<file path="config.mk">
export PLATFORM = sky130hd
export DESIGN_NAME = aes_round_seq_flat
export DESIGN_NICKNAME = d
export VERILOG_FILES = /design/src/rtl/aes_round_seq_if.sv /design/src/rtl/aes_round_seq.sv /design/src/flat_wrapper.sv
export SDC_FILE = /design/constraint.sdc
export NUM_CORES = 1
export LEC_CHECK = 0
export ABC_AREA = 1
export BUFFER_PORTS_ARGS = -buffer_cell sky130_fd_sc_hd__buf_4
export CORE_MARGIN = 3
export CORE_UTILIZATION = 50
export CTS_BUF_LIST = sky130_fd_sc_hd__clkbuf_16
export DETAILED_ROUTE_END_ITERATION = 8
export GPL_ROUTABILITY_DRIVEN = 0
export MAX_ROUTING_LAYER = met4
export PLACE_DENSITY = 0.73
export SLEW_MARGIN = 20
export SYNTH_ARGS = -nofsm -noshare
export SYNTH_HDL_FRONTEND = slang
export SYNTH_SLANG_ARGS = --single-unit
</file>
<file path="constraint.sdc">
create_clock -name g_clk -period 5.9 [get_ports g_clk]
set_clock_uncertainty 0.05 [all_clocks]
set_input_delay 1.18 -clock g_clk [delete_from_list [all_inputs] [get_ports g_clk]]
set_output_delay 1.18 -clock g_clk [all_outputs]
set_load 0.005 [all_outputs]
</file>
<file path="src/rtl/aes_round_seq_if.sv">
// Bundle of the request side (round start/result) and the AES byte/column
// unit side (operation request/response) of the round sequencer.
interface aes_round_seq_if;
  logic         start;
  logic         dec;
  logic         last;
  logic [127:0] state_in;
  logic [127:0] rkey;
  logic         busy;
  logic         done;
  logic [127:0] state_out;
  logic         aes_valid;
  logic         aes_dec;
  logic         aes_mix;
  logic [31:0]  aes_rs1;
  logic         aes_ready;
  logic [31:0]  aes_rd;

  // Environment view: issues rounds and plays the AES column unit.
  modport master (
    output start, dec, last, state_in, rkey, aes_ready, aes_rd,
    input  busy, done, state_out, aes_valid, aes_dec, aes_mix, aes_rs1
  );

  // Sequencer view.
  modport slave (
    input  start, dec, last, state_in, rkey, aes_ready, aes_rd,
    output busy, done, state_out, aes_valid, aes_dec, aes_mix, aes_rs1
  );
endinterface

</file>
<file path="src/rtl/aes_round_seq.sv">
// One AES round (forward or inverse, optionally final) sequenced over an
// external 32-bit SubBytes/MixColumns column unit. Column c of the 128-bit
// state is bits [32c+31:32c], row r of a column is bits [8r+7:8r].
module aes_round_seq #(
  parameter bit DECRYPT_EN = 1'b1
) (
  input  logic           g_clk,
  input  logic           g_reset,
  aes_round_seq_if.slave bus
);

  // Low two bits of SUB/MIX encodings are the column being processed.
  typedef enum logic [3:0] {
    S_IDLE = 4'd0,
    S_DONE = 4'd1,
    S_SUB0 = 4'd4,
    S_SUB1 = 4'd5,
    S_SUB2 = 4'd6,
    S_SUB3 = 4'd7,
    S_MIX0 = 4'd8,
    S_MIX1 = 4'd9,
    S_MIX2 = 4'd10,
    S_MIX3 = 4'd11
  } state_t;

  // Forward: out(r,c)=in(r,c+r); inverse: out(r,c)=in(r,c-r), both mod 4.
  function automatic logic [127:0] shift_rows(input logic [127:0] in_v, input logic inv);
    logic [127:0] out_v;
    logic [1:0]   src;
    out_v = 128'd0;
    for (int c = 0; c < 4; c++) begin
      for (int r = 0; r < 4; r++) begin
        src = inv ? 2'(c - r) : 2'(c + r);
        out_v[32*c + 8*r +: 8] = in_v[{src, 5'd0} + 7'(8*r) +: 8];
      end
    end
    return out_v;
  endfunction

  function automatic logic [31:0] col_get(input logic [127:0] st_v, input logic [1:0] idx);
    return st_v[{idx, 5'd0} +: 32];
  endfunction

  function automatic logic [127:0] col_set(input logic [127:0] st_v, input logic [1:0] idx,
                                           input logic [31:0] val);
    logic [127:0] res;
    res = st_v;
    res[{idx, 5'd0} +: 32] = val;
    return res;
  endfunction

  state_t       state_q, state_d;
  logic [127:0] st_q, st_d;
  logic [127:0] key_q, key_d;
  logic         dec_q, dec_d;
  logic         last_q, last_d;
  logic         busy_q, busy_d;
  logic         done_q, done_d;
  logic [127:0] state_out_q, state_out_d;
  logic         valid_q, valid_d;
  logic         mix_q, mix_d;
  logic [31:0]  rs1_q, rs1_d;
  logic         hs_s;
  logic [127:0] upd_s;

  assign bus.busy      = busy_q;
  assign bus.done      = done_q;
  assign bus.state_out = state_out_q;
  assign bus.aes_valid = valid_q;
  assign bus.aes_dec   = dec_q;
  assign bus.aes_mix   = mix_q;
  assign bus.aes_rs1   = rs1_q;

  // Next-state, datapath update and next values of the registered outputs.
  always_comb begin
    state_d     = state_q;
    st_d        = st_q;
    key_d       = key_q;
    dec_d       = dec_q;
    last_d      = last_q;
    state_out_d = state_out_q;
    done_d      = 1'b0;
    hs_s        = valid_q & bus.aes_ready;
    upd_s       = col_set(st_q, state_q[1:0], bus.aes_rd);

    case (state_q)
      S_IDLE: begin
        if (bus.start) begin
          dec_d   = bus.dec & DECRYPT_EN;
          last_d  = bus.last;
          key_d   = bus.rkey;
          st_d    = dec_d ? shift_rows(bus.state_in, 1'b1) : bus.state_in;
          state_d = S_SUB0;
        end else begin
          state_d = S_IDLE;
        end
      end
      S_SUB0, S_SUB1, S_SUB2, S_MIX0, S_MIX1, S_MIX2: begin
        if (hs_s) begin
          st_d    = upd_s;
          state_d = state_t'(state_q + 4'd1);
        end else begin
          state_d = state_q;
        end
      end
      S_SUB3: begin
        if (hs_s) begin
          if (dec_q) begin
            st_d = upd_s ^ key_q;
          end else if (last_q) begin
            st_d = shift_rows(upd_s, 1'b0) ^ key_q;
          end else begin
            st_d = shift_rows(upd_s, 1'b0);
          end
          state_d = last_q ? S_DONE : S_MIX0;
        end else begin
          state_d = S_SUB3;
        end
      end
      S_MIX3: begin
        if (hs_s) begin
          st_d    = dec_q ? upd_s : (upd_s ^ key_q);
          state_d = S_DONE;
        end else begin
          state_d = S_MIX3;
        end
      end
      S_DONE: begin
        state_out_d = st_q;
        done_d      = 1'b1;
        state_d     = S_IDLE;
      end
      default: begin
        state_d = S_IDLE;
      end
    endcase

    case (state_d)
      S_SUB0, S_SUB1, S_SUB2, S_SUB3: begin
        valid_d = 1'b1;
        mix_d   = 1'b0;
      end
      S_MIX0, S_MIX1, S_MIX2, S_MIX3: begin
        valid_d = 1'b1;
        mix_d   = 1'b1;
      end
      default: begin
        valid_d = 1'b0;
        mix_d   = 1'b0;
      end
    endcase

    if (valid_d) begin
      rs1_d = col_get(st_d, state_d[1:0]);
    end else begin
      rs1_d = 32'd0;
    end
    busy_d = (state_d != S_IDLE);
  end

  // State and output registers with synchronous reset.
  always_ff @(posedge g_clk) begin
    if (g_reset) begin
      state_q     <= S_IDLE;
      st_q        <= 128'd0;
      key_q       <= 128'd0;
      dec_q       <= 1'b0;
      last_q      <= 1'b0;
      busy_q      <= 1'b0;
      done_q      <= 1'b0;
      state_out_q <= 128'd0;
      valid_q     <= 1'b0;
      mix_q       <= 1'b0;
      rs1_q       <= 32'd0;
    end else begin
      state_q     <= state_d;
      st_q        <= st_d;
      key_q       <= key_d;
      dec_q       <= dec_d;
      last_q      <= last_d;
      busy_q      <= busy_d;
      done_q      <= done_d;
      state_out_q <= state_out_d;
      valid_q     <= valid_d;
      mix_q       <= mix_d;
      rs1_q       <= rs1_d;
    end
  end

endmodule

</file>
<file path="src/flat_wrapper.sv">
// flat-port wrapper written by rule: the top's interface ports become plain ports
module aes_round_seq_flat 
#(
  parameter bit DECRYPT_EN = 1'b1
)
  (g_clk, g_reset, bus_start, bus_dec, bus_last, bus_state_in, bus_rkey, bus_aes_ready, bus_aes_rd, bus_busy, bus_done, bus_state_out, bus_aes_valid, bus_aes_dec, bus_aes_mix, bus_aes_rs1);
  aes_round_seq_if bus_i ();
  input  logic g_clk;
  input  logic g_reset;
  input wire logic [$bits(bus_i.start)-1:0] bus_start;
  input wire logic [$bits(bus_i.dec)-1:0] bus_dec;
  input wire logic [$bits(bus_i.last)-1:0] bus_last;
  input wire logic [$bits(bus_i.state_in)-1:0] bus_state_in;
  input wire logic [$bits(bus_i.rkey)-1:0] bus_rkey;
  input wire logic [$bits(bus_i.aes_ready)-1:0] bus_aes_ready;
  input wire logic [$bits(bus_i.aes_rd)-1:0] bus_aes_rd;
  output wire logic [$bits(bus_i.busy)-1:0] bus_busy;
  output wire logic [$bits(bus_i.done)-1:0] bus_done;
  output wire logic [$bits(bus_i.state_out)-1:0] bus_state_out;
  output wire logic [$bits(bus_i.aes_valid)-1:0] bus_aes_valid;
  output wire logic [$bits(bus_i.aes_dec)-1:0] bus_aes_dec;
  output wire logic [$bits(bus_i.aes_mix)-1:0] bus_aes_mix;
  output wire logic [$bits(bus_i.aes_rs1)-1:0] bus_aes_rs1;
  assign bus_i.start = bus_start;
  assign bus_i.dec = bus_dec;
  assign bus_i.last = bus_last;
  assign bus_i.state_in = bus_state_in;
  assign bus_i.rkey = bus_rkey;
  assign bus_i.aes_ready = bus_aes_ready;
  assign bus_i.aes_rd = bus_aes_rd;
  assign bus_busy = bus_i.busy;
  assign bus_done = bus_i.done;
  assign bus_state_out = bus_i.state_out;
  assign bus_aes_valid = bus_i.aes_valid;
  assign bus_aes_dec = bus_i.aes_dec;
  assign bus_aes_mix = bus_i.aes_mix;
  assign bus_aes_rs1 = bus_i.aes_rs1;
  aes_round_seq #(.DECRYPT_EN(DECRYPT_EN)) u_core (.g_clk(g_clk), .g_reset(g_reset), .bus(bus_i));
endmodule
</file>
# == Word-level counts from Yosys, hierarchy flattened ==
# Memories as Yosys holds them, arrays and structs flattened.
# Cells that the tools add are included.
# op_classes
order_cmp,0
reduce_logical,5
multipliers,0
muxes,17
addsub,2
n_eq_ne,9
div_mod_pow,0
bitwise_logic,4
shifts,3
# op_table
operator,n
$mux 128,8
$pmux 128 s4,1
$xor 128x128->128,2
$bwmux 128,1
$shift 32x9->128 const A,1
$shiftx 128x8->32,1
$shiftx 32x9->128,1
$eq 4x3->1 const B,4
$eq 4x4->1 const B,4
$mux 4,4
$pmux 4 s4,1
$neg 7->9,1
$reduce_or 6->1,1
$add 4x1->4 const B,1
$eq 4x1->1 const B,1
$logic_not 4->1,1
$reduce_bool 4->1,1
$mux 3,1
$reduce_and 2->1,1
$reduce_or 2->1,1
$and 1x1->1,1
$mux 1,1
$not 1->1,1
# totals
romBits,32
latch_bits,0
mem_count,1
elab_cells,52
in_bits,294
out_inout_bits,165
ramBits,0
ff_bits,426
# memory_table
memory,words,width,read_ports,rd_ports_with_merged_regs,write_ports,line_no,text
(name not given),16,2,1,0,0,aes_round_seq.sv:138,case (state_d)

# == Logic depth before layout (Yosys ltp) ==
# depth
word_depth,9
mapped_depth,18
depth_no_buf,16

# == Worst setup path after synthesis ==
# Ideal clock, no wire load.
# synth_timing
kind,in2reg
startpoint,input bus_aes_ready
endpoint,register u_core.rs1_q[12] (netlist: u_core.bus.aes_rs1[12])
path_stages,14
path_buffers,3
setup_slack_ps,2538
t_arrival_ps,3197
setup_ps,115
cell_sequence,nand2_1 -> clkbuf_1 -> clkbuf_1 -> nor2_1 -> o21ai_0 -> nand2_1 -> nand2_1 -> nor2_1 -> ha_1 -> nand2_1 -> clkinv_1 -> clkbuf_1 -> nand2_1 -> nor2_1
# synth_between
elab_chain_len,6
word_cells_on_any_way,13
classes_between,shift (1); mux (8); bitwise (2); reduce/logical (1); memory (1)
# synth_rtl
item,line_no,text
from (decl),flat_wrapper.sv:15,input wire logic [$bits(bus_i.aes_ready)-1:0] bus_aes_ready;
$and 1x1->1 *,aes_round_seq.sv:83,hs_s = valid_q & bus.aes_ready;
$mux 4 (on tied branches),"aes_round_seq.sv:121, aes_round_seq.sv:99, aes_round_seq.sv:107",
$pmux 4 s4 *,aes_round_seq.sv:86,case (state_q)
$mem_v2 16x2 *,--,
via u_core.valid_d,aes_round_seq.sv:60,"logic valid_q, valid_d;"
$not 1->1 (no line) *,--,
$reduce_or 2->1 (no line) *,--,
to (signal assigned),aes_round_seq.sv:186,rs1_q <= rs1_d;
to (decl),aes_round_seq.sv:62,"logic [31:0] rs1_q, rs1_d;"
# Mark *: on every way through the listed nets, which the timed path passes. The rest lies on a longest branch.
# A chain may end at the register's enable or synchronous reset.

# == Worst setup path in the final report ==
# layout_timing
startpoint,register u_core.state_q[0]
endpoint,register u_core.rs1_q[28] (netlist: u_core.bus.aes_rs1[28])
# layout_between
elab_chain_len,9
word_cells_on_any_way,30
classes_between,add/sub (2); eq/ne (8); shift (3); mux (10); bitwise (3); reduce/logical (3); memory (1)
# layout_rtl
item,line_no,text
from (decl),aes_round_seq.sv:52,"state_t state_q, state_d;"
from (signal assigned),aes_round_seq.sv:176,state_q <= state_d;
$neg 7->9,aes_round_seq.sv:48,"res[{idx, 5'd0} +: 32] = val;"
$shiftx 32x9->128 / $shift 32x9->128 (equally long branches),aes_round_seq.sv:48,
$bwmux 128,aes_round_seq.sv:48,
$xor 128x128->128,aes_round_seq.sv:111,"st_d = shift_rows(upd_s, 1'b0) ^ key_q;"
$mux 128,aes_round_seq.sv:110,end else if (last_q) begin
$mux 128,aes_round_seq.sv:108,if (dec_q) begin
$mux 128,aes_round_seq.sv:107,if (hs_s) begin
$pmux 128 s4,aes_round_seq.sv:86,
$shiftx 128x8->32,aes_round_seq.sv:41,"return st_v[{idx, 5'd0} +: 32];"
# Several ways; a longest one is shown, not always the timed one.

==> reports/qor.csv <==
metric,value,unit
antenna_found_initial,8,
ys_seq_area_share,32.68,%
outcome,"finished, violations left",
fin_cells,5291,
stdcell_area,0.03116,mm²
grt_max_degree,211,
core.rowCount,83,
finalSetupTns,0,ns
ys_seq_elements,426,
first_global_vias,29540,
timing.rr.start,u_core.state_q[0],
reg2reg_depth,13,
clk_latency,0.65,ns
clockBufferDepth,3,
ctsHoldBuffers,0,
slowest_delay,1.00,ns
wl,125400,µm
overflow,0,
drv_cap,0,
cts_tree,built,
hpwl,88390,µm
firstDrtPassIters,9,
clk_pin_slew,0.07,ns
synth_area,0.02610,mm²
synthArstFlopShare,0,%
hold_depth,2,
io_buffers,458,
via_per_inst,6.185,
max_freq,214.2,MHz
period_share,79.13,%
total_power,8272,µW
reg2reg_slack,1.23,ns
placed_cells,5194,
critPathSlowestCell,clkinv_1,
cts_root_buf,clkbuf_16,
required,6.38,ns
synth_edf_count,0,
io_pins,459,
yosysUniqueCellTypes,35,
hp-start,u_core.bus.state_out[113],
cts_resized,0,
power.density,265.5,mW/mm²
start_util,50.67,%
synth_ff_type,dfxtp_1,
cts_made_buffers,48,
ant_nets,0,
cts.sinks,426,
vias,32720,
layout-drive-gt1-share,13.17,%
grt.total_usage,45.20,%
finalCriticalPeriod,4.669,ns
rsz0062_at_grt,no,
cp_data_arrival_time,5.15,ns
cp-end-kind,register,
post-cts-setup-buffer-count,0,
syn_avg_cell_area,6.051,µm²
core-area,0.05151,mm²
reg2reg_to,u_core.bus.aes_rs1[28],
start_kind,register,
drc,3,
violations,design-rule violations,
syn_inst,4313,
n_fill_cell,5159,
crit_chain,"inv_1, ha_1, buf_4, inv_2, nand3_2, nand2_2, nand3_2, buf_4, clkinv_1, nor3_1, nand3_1, nand2_1, a21oi_1",
die_area,0.05497,mm²
hold_violations,0,
finalMaxSlewViolations,0,
final_nets,4865,
worstSetupPathType,register to register,
maxSlewHeadroom,16.65,%
setup_viol,0,
area_growth,19.39,%
p_leak,0.01449,µW
path_max_fanout,75,
placed_cell_area,0.02953,mm²
synthesis.nets,4614,
grt_pass1_wl,179200,µm
drt-initial-drc-count,4490,
hp-class,register to register,
detail_route.wl_per_cell,23.70,µm
hold_end,u_core.bus.state_out[113],
ir_drop,0.0002303,V
die_x,234.5,µm
cts_max_level,2,
die_h,234.5,µm
tightest_slew,1.250,ns
yosys_warnings,0,
## metal layers
layer,track usage [%],part of all wire (%)
met1,47.30,33
met2,70.86,46
met3,10.96,9.9
met4,40.30,12
met5,-,0
## state kept, by name, summed over array words and instances, names as in the netlist
| signal | flops |
|---|---|
| u_core.bus.aes_dec | 1 |
| u_core.bus.aes_mix | 1 |
| u_core.bus.aes_rs1 | 32 |
| u_core.bus.aes_valid | 1 |
| u_core.bus.busy | 1 |
| u_core.bus.done | 1 |
| u_core.bus.state_out | 128 |
| u_core.key_q | 128 |
| u_core.last_q | 1 |
| u_core.st_q | 128 |
| u_core.state_q | 4 |
## how the worst max path moves through the flow
stage,startpoint,to,slack [ns],depth (start not counted)
after floorplan,bus_aes_ready,u_core.bus.aes_rs1[12],2.54,14
after global placement,u_core.state_q[0],u_core.bus.aes_rs1[25],1.48,13
after detailed placement,u_core.state_q[0],u_core.bus.aes_rs1[28],1.45,13
after CTS,u_core.state_q[0],u_core.bus.aes_rs1[25],1.41,13
after global routing,u_core.state_q[0],u_core.bus.aes_rs1[25],0.92,13
final,u_core.state_q[0],u_core.bus.aes_rs1[28],1.23,13
## per-stage QoR
stage          hold slack (ns)  utilization, %  setup WS [ns]
6_report                0.4343           60.49          1.231
5_1_grt                 0.4462           60.49         0.9243
4_1_cts                 0.4295           60.44          1.411
3_5_place_dp            0.4216           57.34          1.449
3_3_place_gp            0.4142           57.34          1.485
2_1_floorplan           0.3945               -          2.538
## Yosys cell counts, types with 2 or more instances
cell type	n	area, µm²
nand2_1	1042	3911
nand3_1	679	3398
o21ai_0	499	2497
a21oi_1	473	2367
dfxtp_1	426	8528
inv_1	390	1464
nor2_1	271	1017
clkbuf_1	199	747.0
buf_2	65	325.3
nand4_1	43	269.0
o22ai_1	38	237.7
o211ai_1	35	262.8
a221oi_1	22	192.7
buf_1	21	78.83
a22oi_1	20	150.1
inv_2	14	52.55
a31oi_1	11	68.82
buf_4	10	75.07
nand3b_1	8	60.06
ha_1	7	87.58
mux2i_1	7	70.07
nand2_2	5	31.28
nor2_2	5	31.28
o21bai_1	4	30.03
a21boi_0	3	22.52
nand3_2	3	30.03
nor3_1	3	15.01
clkinv_1	2	7.510
o21ai_1	2	10.01
## logic make-up after synthesis
group	after synthesis	synth area share [%]
simple gates	2062	33.67
compound gates	1109	22.49
buf+inv	702	10.56
flops	426	32.68
mux	7	0.2685
fa+ha+maj	7	0.3356
## cell type report
| type | count | area, µm² | area share (%) |
|---|---|---|---|
| clock inverter | 41 | 394.1 | 1.265 |
| tap | 680 | 850.8 | 2.731 |
| clock buffer | 48 | 1201 | 3.855 |
| inverter | 406 | 1543 | 4.951 |
| sequential | 426 | 8532 | 27.38 |
| multi-input combinational | 3185 | 14850 | 47.65 |
| timing repair buffer | 497 | 3769 | 12.10 |
| antenna | 8 | 20.02 | 0.06425 |
## cells in the final DEF (no fill, tap or decap), types with 3 or more instances in the layout
cell | synthesis | final
o211ai_1 | 35 | 35
nor2_1 | 271 | 268
o21bai_1 | 4 | 4
a21boi_0 | 3 | 3
clkinv_1 | 2 | 17
buf_4 | 10 | 494
inv_2 | 14 | 11
clkbuf_16 | 0 | 48
ha_1 | 7 | 7
a221oi_1 | 22 | 22
dfxtp_1 | 426 | 425
a22oi_1 | 20 | 20
bufinv_16 | 0 | 6
nand2_2 | 5 | 7
inv_1 | 390 | 392
o21ai_0 | 499 | 499
a31oi_1 | 11 | 11
nor2_2 | 5 | 6
diode_2 | 0 | 8
nor3_1 | 3 | 3
nand3b_1 | 8 | 8
clkinv_2 | 0 | 10
buf_12 | 0 | 3
o22ai_1 | 38 | 38
nand3_1 | 679 | 679
nand4_1 | 43 | 43
inv_6 | 0 | 3
clkinvlp_4 | 0 | 5
nor2_4 | 1 | 3
mux2i_1 | 7 | 7
nand3_2 | 3 | 3
a21oi_1 | 473 | 473
nand2_1 | 1042 | 1040
## power breakdown
part / internal [µW] / switching (µW)
Clock: 1760 / 1370
Sequential: 3090 / 280
Combinational: 589 / 1190
## critical path: cells and delay by family (launching register included)
family	cells	cell delay (ns)
simple gates	6	1.63
compound gates	1	0.06
flops	1	0.31
buf+inv	5	2.27
fa+ha+maj	1	0.19
Note: power is estimated with default switching activity, not from simulation.
